[src/rtl/vga_rx_pkg.sv]
// Shared types and constants for the VGA receive-side sync decoder.
package vga_rx_pkg;

    typedef enum logic [1:0] {
        S_SEARCH  = 2'd0,
        S_MEASURE = 2'd1,
        S_LOCKED  = 2'd2
    } rx_state_e;

    // Nominal 640x480@60 timing.
    localparam int unsigned DEF_H_SYNC_CYC   = 96;
    localparam int unsigned DEF_H_SYNC_BACK  = 48;
    localparam int unsigned DEF_H_SYNC_ACT   = 640;
    localparam int unsigned DEF_H_SYNC_TOTAL = 800;
    localparam int unsigned DEF_V_SYNC_CYC   = 2;
    localparam int unsigned DEF_V_SYNC_BACK  = 33;
    localparam int unsigned DEF_V_SYNC_ACT   = 480;
    localparam int unsigned DEF_V_SYNC_TOTAL = 525;
    localparam int unsigned DEF_LOCK_FRAMES  = 2;

    localparam logic [15:0] CRC16_POLY = 16'h1021;
    localparam logic [15:0] CRC16_INIT = 16'hFFFF;

    function automatic logic [9:0] sat_inc10(input logic [9:0] v);
        return (v == 10'h3FF) ? v : v + 10'd1;
    endfunction

endpackage

[src/rtl/vga_crc16_24.sv]
// One combinational CRC-16-CCITT step over a 24-bit word, MSB first.
module vga_crc16_24
    import vga_rx_pkg::*;
(
    input  logic [15:0] crc_i,
    input  logic [23:0] data_i,
    output logic [15:0] crc_o
);
    always_comb begin
        logic fb;
        crc_o = crc_i;
        fb    = 1'b0;
        for (int i = 23; i >= 0; i--) begin
            fb    = crc_o[15] ^ data_i[i];
            crc_o = {crc_o[14:0], 1'b0} ^ (fb ? CRC16_POLY : 16'h0000);
        end
    end
endmodule

[src/rtl/vga_sync_decoder.sv]
// VGA receive-side decoder: recovers coordinates, measures line/frame timing and tracks lock.
// Define VGA_FRAME_CRC_EN to build the per-frame CRC-16 over active pixels.
module vga_sync_decoder
    import vga_rx_pkg::*;
#(
    parameter int unsigned H_SYNC_CYC   = DEF_H_SYNC_CYC,
    parameter int unsigned H_SYNC_BACK  = DEF_H_SYNC_BACK,
    parameter int unsigned H_SYNC_ACT   = DEF_H_SYNC_ACT,
    parameter int unsigned H_SYNC_TOTAL = DEF_H_SYNC_TOTAL,
    parameter int unsigned V_SYNC_CYC   = DEF_V_SYNC_CYC,
    parameter int unsigned V_SYNC_BACK  = DEF_V_SYNC_BACK,
    parameter int unsigned V_SYNC_ACT   = DEF_V_SYNC_ACT,
    parameter int unsigned V_SYNC_TOTAL = DEF_V_SYNC_TOTAL,
    parameter int unsigned LOCK_FRAMES  = DEF_LOCK_FRAMES
) (
    input  logic        Clock,
    input  logic        Reset,
    input  logic        iVGA_H_SYNC,
    input  logic        iVGA_V_SYNC,
    input  logic [9:0]  iVGA_R,
    input  logic [9:0]  iVGA_G,
    input  logic [9:0]  iVGA_B,
    output logic [9:0]  oCoord_X,
    output logic [9:0]  oCoord_Y,
    output logic        oPixel_Valid,
    output logic [9:0]  oRed,
    output logic [9:0]  oGreen,
    output logic [9:0]  oBlue,
    output logic        oFrame_Start,
    output logic        oLocked,
    output logic [9:0]  oLine_Len,
    output logic [7:0]  oErr_Count,
    output logic [15:0] oFrame_CRC
);
    localparam logic [10:0] H_START = 11'(H_SYNC_CYC + H_SYNC_BACK);
    localparam logic [10:0] H_END   = 11'(H_SYNC_CYC + H_SYNC_BACK + H_SYNC_ACT);
    localparam logic [10:0] V_START = 11'(V_SYNC_CYC + V_SYNC_BACK);
    localparam logic [10:0] V_END   = 11'(V_SYNC_CYC + V_SYNC_BACK + V_SYNC_ACT);
    localparam logic [9:0]  H_OFS   = 10'(H_SYNC_CYC + H_SYNC_BACK);
    localparam logic [9:0]  V_OFS   = 10'(V_SYNC_CYC + V_SYNC_BACK);
    localparam logic [10:0] H_TOTAL = 11'(H_SYNC_TOTAL);
    localparam logic [10:0] V_TOTAL = 11'(V_SYNC_TOTAL);
    localparam logic [3:0]  LOCK_N  = 4'(LOCK_FRAMES);

    logic        hs_q, hs_dly_q, vs_q, vs_smp_q;
    logic [9:0]  r_q, g_q, b_q;
    logic [9:0]  hcnt_q, hcnt_d, vcnt_q, vcnt_d, line_len, line_len_q;
    logic        hs_fall, vs_fall, line_bad, frame_ok, vs_missing, mismatch;
    logic        active, pix_on;
    rx_state_e   state_q, state_d;
    logic [3:0]  good_q, good_d;
    logic [7:0]  err_q, err_d;
    logic        pix_valid_q;
    logic [9:0]  x_q, y_q, red_q, green_q, blue_q;

    always_ff @(posedge Clock or posedge Reset) begin
        if (Reset) begin
            hs_q     <= 1'b0;
            hs_dly_q <= 1'b0;
            vs_q     <= 1'b0;
            r_q      <= '0;
            g_q      <= '0;
            b_q      <= '0;
        end else begin
            hs_q     <= iVGA_H_SYNC;
            hs_dly_q <= hs_q;
            vs_q     <= iVGA_V_SYNC;
            r_q      <= iVGA_R;
            g_q      <= iVGA_G;
            b_q      <= iVGA_B;
        end
    end

    // The counters as seen in the current cycle; the _q copies hold the previous cycle.
    assign hs_fall  = hs_dly_q & ~hs_q;
    assign vs_fall  = hs_fall & vs_smp_q & ~vs_q;
    assign hcnt_d   = hs_fall ? 10'd0 : sat_inc10(hcnt_q);
    assign vcnt_d   = vs_fall ? 10'd0 : (hs_fall ? sat_inc10(vcnt_q) : vcnt_q);
    assign line_len = sat_inc10(hcnt_q);

    assign line_bad   = ({1'b0, line_len} != H_TOTAL);
    assign frame_ok   = (({1'b0, vcnt_q} + 11'd1) == V_TOTAL);
    assign vs_missing = ~vs_fall & frame_ok;
    assign mismatch   = hs_fall & (line_bad | (vs_fall & ~frame_ok) | vs_missing);

    always_ff @(posedge Clock or posedge Reset) begin
        if (Reset) begin
            hcnt_q     <= '0;
            vcnt_q     <= '0;
            vs_smp_q   <= 1'b0;
            line_len_q <= '0;
        end else begin
            hcnt_q <= hcnt_d;
            vcnt_q <= vcnt_d;
            if (hs_fall) begin
                vs_smp_q   <= vs_q;
                line_len_q <= line_len;
            end
        end
    end

    always_comb begin
        state_d = state_q;
        good_d  = good_q;
        err_d   = err_q;
        case (state_q)
            S_SEARCH: begin
                if (vs_fall) begin
                    state_d = S_MEASURE;
                    good_d  = 4'd0;
                end
            end
            S_MEASURE: begin
                if (mismatch) begin
                    state_d = S_SEARCH;
                end else if (vs_fall) begin
                    good_d = good_q + 4'd1;
                    if (good_d == LOCK_N) state_d = S_LOCKED;
                end
            end
            S_LOCKED: begin
                if (mismatch) begin
                    state_d = S_SEARCH;
                    if (err_q != 8'hFF) err_d = err_q + 8'd1;
                end
            end
            default: state_d = S_SEARCH;
        endcase
    end

    always_ff @(posedge Clock or posedge Reset) begin
        if (Reset) begin
            state_q <= S_SEARCH;
            good_q  <= '0;
            err_q   <= '0;
        end else begin
            state_q <= state_d;
            good_q  <= good_d;
            err_q   <= err_d;
        end
    end

    assign active = ({1'b0, hcnt_d} >= H_START) && ({1'b0, hcnt_d} < H_END) &&
                    ({1'b0, vcnt_d} >= V_START) && ({1'b0, vcnt_d} < V_END);
    assign pix_on = active & oLocked;

    always_ff @(posedge Clock or posedge Reset) begin
        if (Reset) begin
            pix_valid_q <= 1'b0;
            x_q         <= '0;
            y_q         <= '0;
            red_q       <= '0;
            green_q     <= '0;
            blue_q      <= '0;
        end else begin
            pix_valid_q <= pix_on;
            x_q         <= pix_on ? hcnt_d - H_OFS : 10'd0;
            y_q         <= pix_on ? vcnt_d - V_OFS : 10'd0;
            red_q       <= pix_on ? r_q : 10'd0;
            green_q     <= pix_on ? g_q : 10'd0;
            blue_q      <= pix_on ? b_q : 10'd0;
        end
    end

    assign oPixel_Valid = pix_valid_q;
    assign oCoord_X     = x_q;
    assign oCoord_Y     = y_q;
    assign oRed         = red_q;
    assign oGreen       = green_q;
    assign oBlue        = blue_q;
    assign oFrame_Start = vs_fall;
    assign oLocked      = (state_q == S_LOCKED);
    assign oLine_Len    = line_len_q;
    assign oErr_Count   = err_q;

`ifdef VGA_FRAME_CRC_EN
    logic [15:0] crc_q, crc_step, frame_crc_q;

    vga_crc16_24 u_crc (
        .crc_i  (crc_q),
        .data_i ({red_q[9:2], green_q[9:2], blue_q[9:2]}),
        .crc_o  (crc_step)
    );

    always_ff @(posedge Clock or posedge Reset) begin
        if (Reset) begin
            crc_q       <= CRC16_INIT;
            frame_crc_q <= '0;
        end else if (vs_fall) begin
            frame_crc_q <= crc_q;
            crc_q       <= CRC16_INIT;
        end else if (pix_valid_q) begin
            crc_q <= crc_step;
        end
    end

    assign oFrame_CRC = frame_crc_q;
`else
    assign oFrame_CRC = 16'h0000;
`endif

endmodule

[config.mk]
export PLATFORM = sky130hd
export DESIGN_NAME = vga_sync_decoder
export DESIGN_NICKNAME = d
export VERILOG_FILES = /design/src/rtl/vga_rx_pkg.sv /design/src/rtl/vga_crc16_24.sv /design/src/rtl/vga_sync_decoder.sv
export SDC_FILE = /design/constraint.sdc
export NUM_CORES = 1
export LEC_CHECK = 0
export BUFFER_PORTS_ARGS = -buffer_cell sky130_fd_sc_hd__buf_2
export CAP_MARGIN = 0
export CORE_ASPECT_RATIO = 1.75
export CORE_MARGIN = 4
export CORE_UTILIZATION = 30
export DETAILED_ROUTE_END_ITERATION = 8
export SYNTH_ARGS = -nofsm -noshare
export SYNTH_HDL_FRONTEND = slang
export SYNTH_SLANG_ARGS = --single-unit
[constraint.sdc]
create_clock -name Clock -period 4.95 [get_ports Clock]
set_input_delay 0.99 -clock Clock [delete_from_list [all_inputs] [get_ports Clock]]
set_output_delay 0.99 -clock Clock [all_outputs]
set_load 0.02 [all_outputs]
==> results of run 1 <==
[critical path, cell delays in order, from the launching register on]
cell	delay (ns)
dfrtp_1	0.44
ha_1	0.34
and3_1	0.30
a31oi_1	0.37
nor2_1	0.08
a21oi_1	0.12
nor2_1	0.07
ha_1	0.24
a31oi_1	0.19
nand4b_1	0.23
or4_1	0.58
a31oi_4	0.43
buf_4	0.37
a21boi_0	0.21
[worst paths after layout]
kind / slack (ns) / end / depth (start not counted) / from
max: 0.86 / oCoord_Y[4]$_DFF_PP0_ / 13 / vcnt_q[0]$_DFF_PP0_
min: 0.41 / hs_dly_q$_DFF_PP0_ / 0 / hs_q$_DFF_PP0_
max reg2reg: 0.86 / oCoord_Y[4]$_DFF_PP0_ / 13 / vcnt_q[0]$_DFF_PP0_
min reg2reg: 0.41 / hs_dly_q$_DFF_PP0_ / 0 / hs_q$_DFF_PP0_
max in group asynchronous: 3.34 / oLine_Len[0]$_DFFE_PP0N_ / 3 / Reset
min in group asynchronous: 0.63 / b_q[8]$_DFF_PP0_ / 2 / Reset
[Yosys cell counts, drive strengths merged (4+ instances only)]
master	instances
ha	9
nand3	14
a21oi	12
nand2b	8
nand4	5
a31oi	11
clkbuf	13
and2	45
nand2	32
dfrtp	129
buf	27
nor2b	10
o211ai	6
inv	17
nor3	10
nor2	21
xnor2	12
o21ai	19
xor2	15
and3	8
and4	5
or2	4
[stage by stage]
step,hold slack (ns),util (%)
6_report,0.412,38.0
5_1_grt,0.428,38.0
4_1_cts,0.414,38.0
3_5_place_dp,0.401,34.5
3_3_place_gp,0.395,34.5
2_1_floorplan,0.380,-
[power breakdown]
part	total, uW	internal (uW)	leakage (uW)	switching, uW
clock network	1300	828	0.000298	473
registers	1160	1110	0.00171	53.4
logic	321	118	0.00144	203
[kinds of logic (layout without fill, tap and decap cells)]
group	after synthesis	count (layout)	share of synthesized area, %
AOI/OAI and AO/OA	81	81	10.1
xor gates and xnor gates	27	27	4.27
adders and majority gates	9	9	2.03
buffers and inverters	57	159	5.26
DFF	129	129	58.3
muxes	5	5	1.02
other	1	16	0.0677
and+or+nand+nor	180	180	18.9
[routing by layer]
| layer | up-vias | GRT usage (%) |
|---|---|---|
| met5 | - | 0 |
| met4 | 0 | 7.44 |
| met3 | 25 | 3.42 |
| met2 | 120 | 24.1 |
| met1 | 1977 | 12.5 |
| li1 | 1862 | - |
[area by class of cell]
type                    count  area share, %
clock buffers              19           6.60
clock inverters            13           2.53
inverters                  17          0.966
multi-input cells         318           30.4
flip-flops and latches    129           47.0
well taps                 234           4.27
repair buffers            110           8.24
==> run metrics, run 1 <==
pin count of the biggest net entering global routing 47; synth unique cells 65; outcome completed; metal3 WL 601 um; # Post-CTS Setup Buffers 0; Req. time, crit path 5.27 ns; Overflow after GRT 0; routed vias/inst 4.74; Die Span Y 188 um; Syn Inst Count slightly below 500; global-route wire length before repair roughly 21000 um; RSZ-0062 raised after global routing no; # setup viols final 0; Startpoint Class register; wirelength, routed 13100 um; top cell type's share of synthesized area between 50% and 60%; Max Cap Viol 0; Highest Clock Rate 245 MHz; dpl cells roughly 810; critical-path maximum fanout 36; Area Overhead vs Synth 23.9%; RePlAce Congestion 0.855; biggest area consumer among synthesized cells dfrtp_1; ANT cells 0; WL/cell 15.6 um; routed wire length on met2 around 7300 um; H-tree levels 4; final-layout fill cell count between 1500 and 2000; PD cells 406 mW/mm^2; later-pin clock latency in the skew report 0.41 ns; CP Data Arrival Time around 4.4 ns; initial antenna violation count 0; static leakage 0.00344 uW; Final nets approximately 640; vias in the first global route between 4000 and 5000; CTS tree done; Top Layer Used met4; Root Driver clkbuf_16; share of cells above drive strength 1 26.2%; I/O pins 121; Setup CP Type register to register; warnings from Yosys 0; Least-Margin Pin Slew 0.709 ns; Clk pin slew, worst setup/hold paths 0.06 ns; CTS sink count 129; Routed Antenna Nets 0; period utilization 82.5%; core area 0.0181 sq mm; Die Wd ~110 um; met1 WL 4730 um; final design area excluding fillers ~0.007 sq mm; Fin Setup TNS 0 ns; post-DP HPWL 9680 um; placed inst area 0.00624 sq mm; cts hold-fix bufs 0; GRT Total Usage between 10% and 20%; syn avg cell area 11.3 sq um; CP endpoint kind register; initial core utilization 30.7%; Pins Over Slew Limit 0; Worst Skew ~0.0084 ns; drt first pass iters 4; crit path time final 4.09 ns; FF+latch count, synth 129; area occupied by multi-input gates 0.00208 sq mm; Synth Cell Area 0.00554 sq mm; Place WS 0.894 ns; Final WS setup 0.864 ns; Site Rows 65; die area between 0.02 and 0.025 sq mm; Port-buffer cells 104; Hold WC Path Type register to register; initial detailed-routing violation count 168; Num CTS Buffers 17; Synth area leaders dfrtp_1 58%, and2_1 5.1%, xor2_1 2.4%, buf_4 2.2%, nand2_1 2.2%; CTS Buffer Depth 2; DRC viols 0; Most used DFF post-synth dfrtp_1; Non-Filler Instances 840; register area share after synthesis 58.3%; CTS-repair resized insts 0; Hold Fails Final Rpt 0; FFs w/ async S/R, synth 100%; Final Power roughly 2800 uW; Max-slew headroom 52.5%; FF/Latch Area 0.00323 sq mm; most common cell after layout, fill and taps aside dfrtp_1; most frequent cells in the layout 129 x dfrtp_1, 104 x buf_2, 45 x and2_1; number of flops mapped to enable cells by yosys 0; Peak VDD IR approximately 0.00021 V; routed via count 3984
No activity file was read; power rests on OpenSTA's default activity.
==> inputs of run 2 (changes only) <==
clock period = 3.9 ns   (was 4.95 ns; I/O delays follow)
==> run 2 against run 1 <==
  * Design area grew 0.82%
  * Maximum frequency is 18% higher
  * Critical path type unchanged
  * Sequential power increased by 28%
==> run metrics, run 2 (same netlist as run 1, synthesis figures left out) <==
DRC viols 0; Setup CP Type register to register; Cell Int Power 2600 uW; static leakage 0.00347 uW; CTS tree done; Site Rows 65; final core occ 38.3%; Peak VDD IR 0.000290 V; initial detailed-routing violation count between 200 and 300; global-route wire length before repair between 20000 and 25000 um; Sw Ratio a little over a quarter; dpl cells 812; Req. time, crit path 4.23 ns; CTS Buffer Depth 2; Max-slew headroom 44.6%; Port-buffer cells roughly 100; share of cells above drive strength 1 27.0%; Die Wd 111 um; routed via count 4037; wirelength, routed 12800 um; pin count of the biggest net entering global routing 50; Least-Margin Pin Slew 0.830 ns; RePlAce Congestion 0.878; Fin Setup TNS 0 ns; r2r worst-path depth 12; Die Span Y 188 um; combinational share of power 11.9%; Area Overhead vs Synth 24.9%; CTS-repair resized insts 0; Max Cap Viol 0; Hold Fails Final Rpt 0; later-pin clock latency in the skew report between 0.4 and 0.5 ns; most common cell after layout, fill and taps aside dfrtp_1; Pins Over Slew Limit 0; Startpoint Class register; H-tree levels 4; drt first pass iters 7; Overflow after GRT 0; CP endpoint kind register; CP Data Arrival Time 3.80 ns; Num CTS Buffers 17; Highest Clock Rate approximately 290 MHz; Final Power around 3500 uW; most frequent cells in the layout 129 x dfrtp_1, 104 x buf_2, 45 x and2_1; CTS sink count 129; Clock power frac 46.4%; Worst Skew 0.0119 ns; # setup viols final 0; PD cells 512 mW/mm^2; ANT cells 0; P_sw around 940 uW; RSZ-0062 raised after global routing no; I/O pins between 100 and 150; Routed Antenna Nets 0; initial core utilization 30.7%; post-DP HPWL slightly above 9000 um; crit path time final 3.47 ns; sequential share of power between 40% and 50%; core area 0.0181 sq mm; cell depth of the worst hold path 1; Root Driver clkbuf_16; GRT Total Usage 12.8%; outcome completed; vias in the first global route 4294; # Post-CTS Setup Buffers 0; Clk pin slew, worst setup/hold paths about 0.060 ns; Hold WC Path Type register to register; critical-path maximum fanout 17; period utilization 88.9%; WL/cell 15.1 um; Final nets 640; initial antenna violation count 0; die area 0.0208 sq mm; cts hold-fix bufs 0; routed vias/inst 4.78; Non-Filler Instances approximately 840
-- run 2: through the flow --
stage / setup WS (ns) / hold WS (ns) / area, sq um
5_1_grt: 0.0881 / 0.448 / 6920
3_5_place_dp: 0.347 / 0.435 / 6290
4_1_cts: 0.318 / 0.448 / 6910
6_report: 0.434 / 0.445 / 6920
3_3_place_gp: 0.454 / 0.421 / 6290
2_1_floorplan: 0.602 / 0.380 / 5600
-- run 2: layout make-up --
type	count	area (sq um)
clock inverter	14	179
tap	234	293
sequential	129	3230
inverter	17	67.6
clock buffer	18	439
multi-input combinational	318	2090
fill	1796	11100
timing repair buffer	114	621
-- run 2: layer usage --
layer  track usage, %  up-vias  routed length [um]
li1                 -     1868                   -
met4             7.92        0                 538
met3             3.26       43                 669
met2             22.2      167                6730
met5                0        -                   0
met1             13.7     1959                4830
-- run 2: final timing paths --
| check | from | slack [ns] | end |
|---|---|---|---|
| worst min-delay path | g_q[3]$_DFF_PP0_ | 0.44 | oGreen[3]$_DFF_PP0_ |
| worst max register to register | vcnt_q[0]$_DFF_PP0_ | 0.43 | oCoord_X[8]$_DFF_PP0_ |
| worst min register to register | g_q[3]$_DFF_PP0_ | 0.44 | oGreen[3]$_DFF_PP0_ |
| worst max-delay path | vcnt_q[0]$_DFF_PP0_ | 0.43 | oCoord_X[8]$_DFF_PP0_ |
| min in group asynchronous | Reset | 0.52 | oCoord_X[2]$_DFF_PP0_ |
| max in group asynchronous | Reset | 2.58 | r_q[2]$_DFF_PP0_ |
-- run 2: worst max-delay path, stage by stage, from the launching register on --
cell and delay (ns):
dfrtp_1 0.44, ha_1 0.36, and3_1 0.36, a31oi_2 0.21, xnor2_1 0.18, nor2_1 0.08
ha_1 0.21, a31oi_1 0.20, nand4b_1 0.15, or4_1 0.55, a31oi_4 0.20, buf_4 0.24
a21boi_0 0.19
-- run 2: power by group through the flow --
| stage | Clock, uW | Combinational, uW | Sequential, uW |
|---|---|---|---|
| after floorplan | 0 | 295 | 1500 |
| after global placement | 0 | 422 | 1490 |
| after detailed placement | 0 | 427 | 1500 |
| after CTS | 1690 | 429 | 1470 |
| after global routing | 1750 | 480 | 1490 |
| final | 1640 | 422 | 1480 |
